==> src/rtl/vga_pkg.sv <==
// Shared types and constants for the VGA pattern scheduler.
// Holds the scheduler state encoding and the wrapping pattern-step helper.
package vga_pkg;

    localparam int PAT_W   = 2;
    localparam int RGB_W   = 16;
    localparam int DWELL_W = 10;

    localparam logic [RGB_W-1:0] COLOR_BLACK = 16'h0000;

    typedef enum logic [1:0] {
        IDLE   = 2'd0,
        AUTO   = 2'd1,
        MANUAL = 2'd2
    } state_t;

    // Next pattern index, wrapping from the last source back to 0.
    function automatic logic [PAT_W-1:0] pat_step(
        input logic [PAT_W-1:0] cur,
        input int               num_pat
    );
        logic [PAT_W-1:0] last;
        last = PAT_W'(num_pat - 1);
        if (cur == last) begin
            return {PAT_W{1'b0}};
        end else begin
            return cur + PAT_W'(1);
        end
    endfunction

endpackage

==> src/rtl/vga_edge_det.sv <==
// Registered falling-edge detector for vsync; emits a one-cycle frame_start.
// History resets high so a reset release is never mistaken for a falling edge.
module vga_edge_det (
    input  logic vga_clk,
    input  logic rst_n,
    input  logic vsync,
    output logic frame_start
);

    logic vsync_q_r;
    logic frame_start_r;

    // Capture vsync history and flag the high-to-low transition.
    always_ff @(posedge vga_clk or negedge rst_n) begin
        if (!rst_n) begin
            vsync_q_r     <= 1'b1;
            frame_start_r <= 1'b0;
        end else begin
            vsync_q_r     <= vsync;
            frame_start_r <= vsync_q_r & ~vsync;
        end
    end

    assign frame_start = frame_start_r;

endmodule

==> src/rtl/vga_pat_sched.sv <==
// Pattern scheduler: selects one of four RGB565 sources, stepping on frame
// boundaries either after a dwell time (auto) or on key request (manual).
module vga_pat_sched
    import vga_pkg::*;
#(
    parameter int DWELL_FRAMES = 60,
    parameter int NUM_PAT      = 4
) (
    input  logic             vga_clk,
    input  logic             rst_n,
    input  logic             vsync,
    input  logic             key_next,
    input  logic             key_mode,
    input  logic [RGB_W-1:0] pix_data0,
    input  logic [RGB_W-1:0] pix_data1,
    input  logic [RGB_W-1:0] pix_data2,
    input  logic [RGB_W-1:0] pix_data3,
    output logic [RGB_W-1:0] pix_data,
    output logic [PAT_W-1:0] pat_sel,
    output logic             auto_mode,
    output logic             frame_start
);

    localparam logic [DWELL_W-1:0] DWELL_LAST = DWELL_W'(DWELL_FRAMES - 1);

    state_t             state_r;
    state_t             state_nxt_s;
    logic [PAT_W-1:0]   pat_sel_r;
    logic [PAT_W-1:0]   pat_sel_nxt_s;
    logic [PAT_W-1:0]   pat_inc_s;
    logic [DWELL_W-1:0] dwell_cnt_r;
    logic [DWELL_W-1:0] dwell_nxt_s;
    logic               pending_r;
    logic               pending_nxt_s;
    logic [RGB_W-1:0]   pix_sel_s;
    logic [RGB_W-1:0]   pix_data_r;
    logic               auto_mode_r;
    logic               frame_start_s;

    vga_edge_det u_edge_det (
        .vga_clk     (vga_clk),
        .rst_n       (rst_n),
        .vsync       (vsync),
        .frame_start (frame_start_s)
    );

    assign pat_inc_s = pat_step(pat_sel_r, NUM_PAT);

    // Mode FSM, dwell counter and pending-step flag. key_mode always wins
    // over key_next; an auto expiry step still lands on the mode-change cycle.
    always_comb begin
        state_nxt_s   = state_r;
        pat_sel_nxt_s = pat_sel_r;
        dwell_nxt_s   = dwell_cnt_r;
        pending_nxt_s = pending_r;
        case (state_r)
            IDLE: begin
                if (frame_start_s) begin
                    state_nxt_s   = AUTO;
                    dwell_nxt_s   = {DWELL_W{1'b0}};
                    pending_nxt_s = 1'b0;
                end else begin
                    state_nxt_s   = IDLE;
                end
            end
            AUTO: begin
                if (frame_start_s) begin
                    if (dwell_cnt_r == DWELL_LAST) begin
                        pat_sel_nxt_s = pat_inc_s;
                        dwell_nxt_s   = {DWELL_W{1'b0}};
                    end else begin
                        dwell_nxt_s   = dwell_cnt_r + DWELL_W'(1);
                    end
                end else begin
                    dwell_nxt_s = dwell_cnt_r;
                end
                if (key_mode) begin
                    state_nxt_s   = MANUAL;
                    dwell_nxt_s   = {DWELL_W{1'b0}};
                    pending_nxt_s = 1'b0;
                end else begin
                    state_nxt_s   = AUTO;
                    pending_nxt_s = 1'b0;
                end
            end
            MANUAL: begin
                if (key_mode) begin
                    state_nxt_s   = AUTO;
                    dwell_nxt_s   = {DWELL_W{1'b0}};
                    pending_nxt_s = 1'b0;
                end else if (frame_start_s) begin
                    if (pending_r || key_next) begin
                        pat_sel_nxt_s = pat_inc_s;
                    end else begin
                        pat_sel_nxt_s = pat_sel_r;
                    end
                    pending_nxt_s = 1'b0;
                end else begin
                    pending_nxt_s = pending_r | key_next;
                end
            end
            default: begin
                state_nxt_s   = IDLE;
                pat_sel_nxt_s = {PAT_W{1'b0}};
                dwell_nxt_s   = {DWELL_W{1'b0}};
                pending_nxt_s = 1'b0;
            end
        endcase
    end

    // Source mux; black is forced until the first frame boundary.
    always_comb begin
        pix_sel_s = COLOR_BLACK;
        if (state_r == IDLE) begin
            pix_sel_s = COLOR_BLACK;
        end else begin
            case (pat_sel_r)
                2'd0:    pix_sel_s = pix_data0;
                2'd1:    pix_sel_s = pix_data1;
                2'd2:    pix_sel_s = pix_data2;
                2'd3:    pix_sel_s = pix_data3;
                default: pix_sel_s = COLOR_BLACK;
            endcase
        end
    end

    // State and output registers.
    always_ff @(posedge vga_clk or negedge rst_n) begin
        if (!rst_n) begin
            state_r     <= IDLE;
            pat_sel_r   <= {PAT_W{1'b0}};
            dwell_cnt_r <= {DWELL_W{1'b0}};
            pending_r   <= 1'b0;
            pix_data_r  <= COLOR_BLACK;
            auto_mode_r <= 1'b0;
        end else begin
            state_r     <= state_nxt_s;
            pat_sel_r   <= pat_sel_nxt_s;
            dwell_cnt_r <= dwell_nxt_s;
            pending_r   <= pending_nxt_s;
            pix_data_r  <= pix_sel_s;
            auto_mode_r <= (state_nxt_s == AUTO);
        end
    end

    assign pix_data    = pix_data_r;
    assign pat_sel     = pat_sel_r;
    assign auto_mode   = auto_mode_r;
    assign frame_start = frame_start_s;

endmodule

==> config.mk <==
export PLATFORM = sky130hd
export DESIGN_NAME = vga_pat_sched
export DESIGN_NICKNAME = d
export VERILOG_FILES = /design/src/rtl/vga_pkg.sv /design/src/rtl/vga_edge_det.sv /design/src/rtl/vga_pat_sched.sv
export SDC_FILE = /design/constraint.sdc
export NUM_CORES = 1
export LEC_CHECK = 0
export ABC_CLOCK_PERIOD_IN_PS = 3460
export BUFFER_PORTS_ARGS = -buffer_cell sky130_fd_sc_hd__buf_2
export CAP_MARGIN = 10
export CORE_ASPECT_RATIO = 1.1
export CORE_MARGIN = 3
export CORE_UTILIZATION = 49
export DETAILED_ROUTE_END_ITERATION = 10
export GPL_TIMING_DRIVEN = 0
export PLACE_DENSITY = 0.85
export RECOVER_POWER = 50
export REMOVE_ABC_BUFFERS = 1
export SETUP_SLACK_MARGIN = 0.05
export SLEW_MARGIN = 40
export SYNTH_ARGS = -nofsm -noshare
export SYNTH_HDL_FRONTEND = slang
export SYNTH_SLANG_ARGS = --single-unit
==> constraint.sdc <==
create_clock -name vga_clk -period 3.46 [get_ports vga_clk]
set_clock_uncertainty 0.05 [all_clocks]
set_input_delay 0.173 -clock vga_clk [delete_from_list [all_inputs] [get_ports vga_clk]]
set_output_delay 0.173 -clock vga_clk [all_outputs]
set_load 0.01 [all_outputs]
==> results by group <==
Run status
  • Outcome: finished, violations left
  • Failing checks: max-capacitance violations, max-slew violations

Logic synthesis
  • Synthesized flop and latch total: 34
  • Cell area after synthesis: 0.00185 sq mm
  • Synth Flop Type: dfrtp_1
  • Yosys cell types: 42
  • Gate Count Post-Synth: 199
  • Synth Area per Inst: 9.27 sq um
  • Seq/Total Area, Yosys: 46.2%
  • Ys Warns: 0
  • Post-synth EDFFs: 0
  • FFs w/ async S/R, synth: 100%

STA
  • Final slew viol count: 35
  • Setup_tns: 0 ps
  • Final critical-path setup slack: 1110 ps
  • Worst slew pin tran: 1780 ps
  • Max-slew headroom: -18.9%
  • # setup viols final: 0
  • Max Fclk: 425 MHz
  • Final worst path period share: 68.0%
  • Hold Vio Cnt, Final: 0
  • Tmin final: 2350 ps
  • RSZ-0062 raised after global routing: no

CTS
  • Clk root buf: clkbuf_4
  • CTS sink count: 34
  • Clock Latency Late Sink: 340 ps
  • CTS tree: done
  • Post-CTS Repair Setup Buffers: 0
  • Clock buffer count from CTS: 5
  • # resized after CTS: 0
  • Bufs on Longest Clock Path: 2
  • Clock transition at path regs: 100 ps
  • CTS H-tree depth: 2

Pwr
  • Sw Ratio: 42.0%
  • Clock Power Share: 15.1%
  • Leakage: 1.17 nW
  • Switch Pwr: 0.000639 W
  • Sequential Power Share: 36.6%
  • Pwr/cell area: 643 mW/mm^2
  • Total power: 0.00152 W
  • Internal Power: 0.000883 W
  • Peak supply drop: 0.356 mV
  • Combinational power share: 48.3%

Place
  • Post-DP HPWL: 3610 microns
  • Worst slack, placed: 1140 ps
  • Dpl cells: 323
  • GPL Wtd Cong: 0.849
  • IO buf count: 88
  • Placed inst area: 0.00230 sq mm

Global route
  • First-pass GRT wire length: 7570 microns
  • Vias in the first global route: 1677
  • Largest net degree at the start of global routing: 35
  • Total Routing Usage GR: 21.4%
  • Remaining global-route overflow: 0
  • Initial antenna violation count: 0

Layout
  • Layout filler cell count: 325
  • Area growth syn-to-layout: 28.2%
  • Antenna diodes: 0
  • Layout cells sized above 1: 32.6%
  • Design area: 0.00237 sq mm
  • Nets: 362
  • Final std cells w/o fill: 333

Worst setup path
  • Setup crit start kind: register
  • Worst-path fanout max: 20
  • CP Class: reg2reg
  • Worst EP arrival: 2520 ps
  • Critical Path RT: 3630 ps
  • CP Capture Type: register

Detailed routing
  • Total Routed Length: 4720 microns
  • ANT nets after route: 0
  • Post-DR wirelength/cell: 14.2 microns
  • Detail-routed via count per cell: 5.59
  • Iteration-0 DRC Markers: 159
  • DRC Markers: 0
  • Drt pass-1 iters: 7
  • Via Count: 1860

Floorplanning
  • Ports: 89
  • Die Span X: 64.5 microns
  • Core area: 0.00347 sq mm
  • Initial Utilization: 53.2%
  • Site Rows: 22
  • Die span in y: 70.4 microns
  • DIE AREA: 0.00454 sq mm

Min path
  • Min-delay worst type: in2reg

Flow run
  • Max cap viols: 1
==> worst max-delay path, stage by stage, from the launching register on <==
cell and delay [ps]:
dfrtp_1 430, inv_1 100, ha_1 610, nand2b_1 150
o211ai_1 330, buf_4 260, nand2b_1 180, o22ai_1 110
==> layout by cell type, fill, tap and decap left out, drive strengths merged, types with 2 or more instances in the layout <==
master and instances:
a21oi 23, a222oi 16, a31oi 2, and2 2, and3 2, buf 80, clkbuf 16, dfrtp 33
dlygate4sd3 2, ha 9, inv 8, mux2i 2, nand2 10, nand2b 4, nand3 3, nor2 40
o21ai 7, or3 2, or4 3
==> per-layer routing <==
layer,share of wire [%],global-route usage [%]
met1,38,26.3
met2,54,36.0
met3,6.2,4.18
met4,2.3,9.86
met5,0,0
==> power groups by stage <==
stage	Combinational, W	Clock (W)	Sequential, W
floorplan	0.000440	0	0.000605
global placement	0.000716	0	0.000559
detailed placement	0.000745	0	0.000562
CTS	0.000749	0.000237	0.000556
global route	0.000818	0.000250	0.000570
finish	0.000735	0.000230	0.000557
==> per-stage QoR <==
stage                     util (%)  hold WS, ps
final                         68.2         16.6
after global routing          68.2         19.6
after CTS                     68.5         3.12
after detailed placement      66.2          231
after global placement        65.9          221
after floorplan                  -         -173
==> cell families after synthesis <==
logic type	synth area share [%]
buffers and inverters	4.81
AND/OR/NAND/NOR	18.9
flip-flops	46.2
AO/OA/AOI/OAI	22.4
multiplexers	1.08
XOR/XNOR	0.475
adder cells (fa/ha/maj)	6.10
==> registers in the layout (all words and copies together), names as in the netlist <==
signal and flops:
u_edge_det.vsync_q_r 1, dwell_cnt_r 10, u_edge_det.frame_start 1, pat_sel 2
auto_mode 1, state_r 2, pending_r 1, pix_data 16
==> path summary, 6_finish.rpt <==
kind	slack [ps]	to	depth (start not counted)	startpoint
setup / recovery	1110	dwell_cnt_r[8]$_DFFE_PN0P_	7	state_r[0]$_DFF_PN0_
min in group asynchronous	800	state_r[1]$_DFF_PN0_	2	rst_n
hold / removal	20	pix_data[14]$_DFF_PN0_	3	pix_data0[14]
hold reg to reg	470	u_edge_det.frame_start$_DFF_PN0_	1	u_edge_det.vsync_q_r$_DFF_PN1_
max in group asynchronous	1540	dwell_cnt_r[7]$_DFFE_PN0P_	2	rst_n
setup reg to reg	1110	dwell_cnt_r[8]$_DFFE_PN0P_	7	state_r[0]$_DFF_PN0_
==> timing repair <==
item | 4_1_cts | 5_1_grt
endpoints found under the setup margin | 0 | 0
hold buffers | 2 | 0
hold endpoints to repair | 35 | 0
==> synth_stat cells (all sizes together) (2+ instances only) <==
library cell / instances / area [sq um]
and2: 2 / 12.5
nand2b: 4 / 25.0
nand2: 10 / 37.5
nor2: 40 / 150
or3: 2 / 13.8
dfrtp: 33 / 826
and3: 2 / 12.5
mux2i: 2 / 20.0
inv: 8 / 30.0
a31oi: 2 / 12.5
ha: 9 / 113
clkbuf: 10 / 37.5
or4: 3 / 22.5
o21ai: 7 / 35.0
buf: 3 / 21.3
a222oi: 16 / 160
a21oi: 23 / 115
nand3: 3 / 15.0
==> layout make-up <==
class	count	area (sq um)	share of cell area [%]
clock inverter	1	5.00	0.212
timing repair buffer	91	457	19.3
inverter	8	30.0	1.27
multi-input combinational	144	907	38.3
clock buffer	7	55.1	2.33
tap	48	60.1	2.54
sequential	34	852	36.0
(Power assumes the default switching activity.)
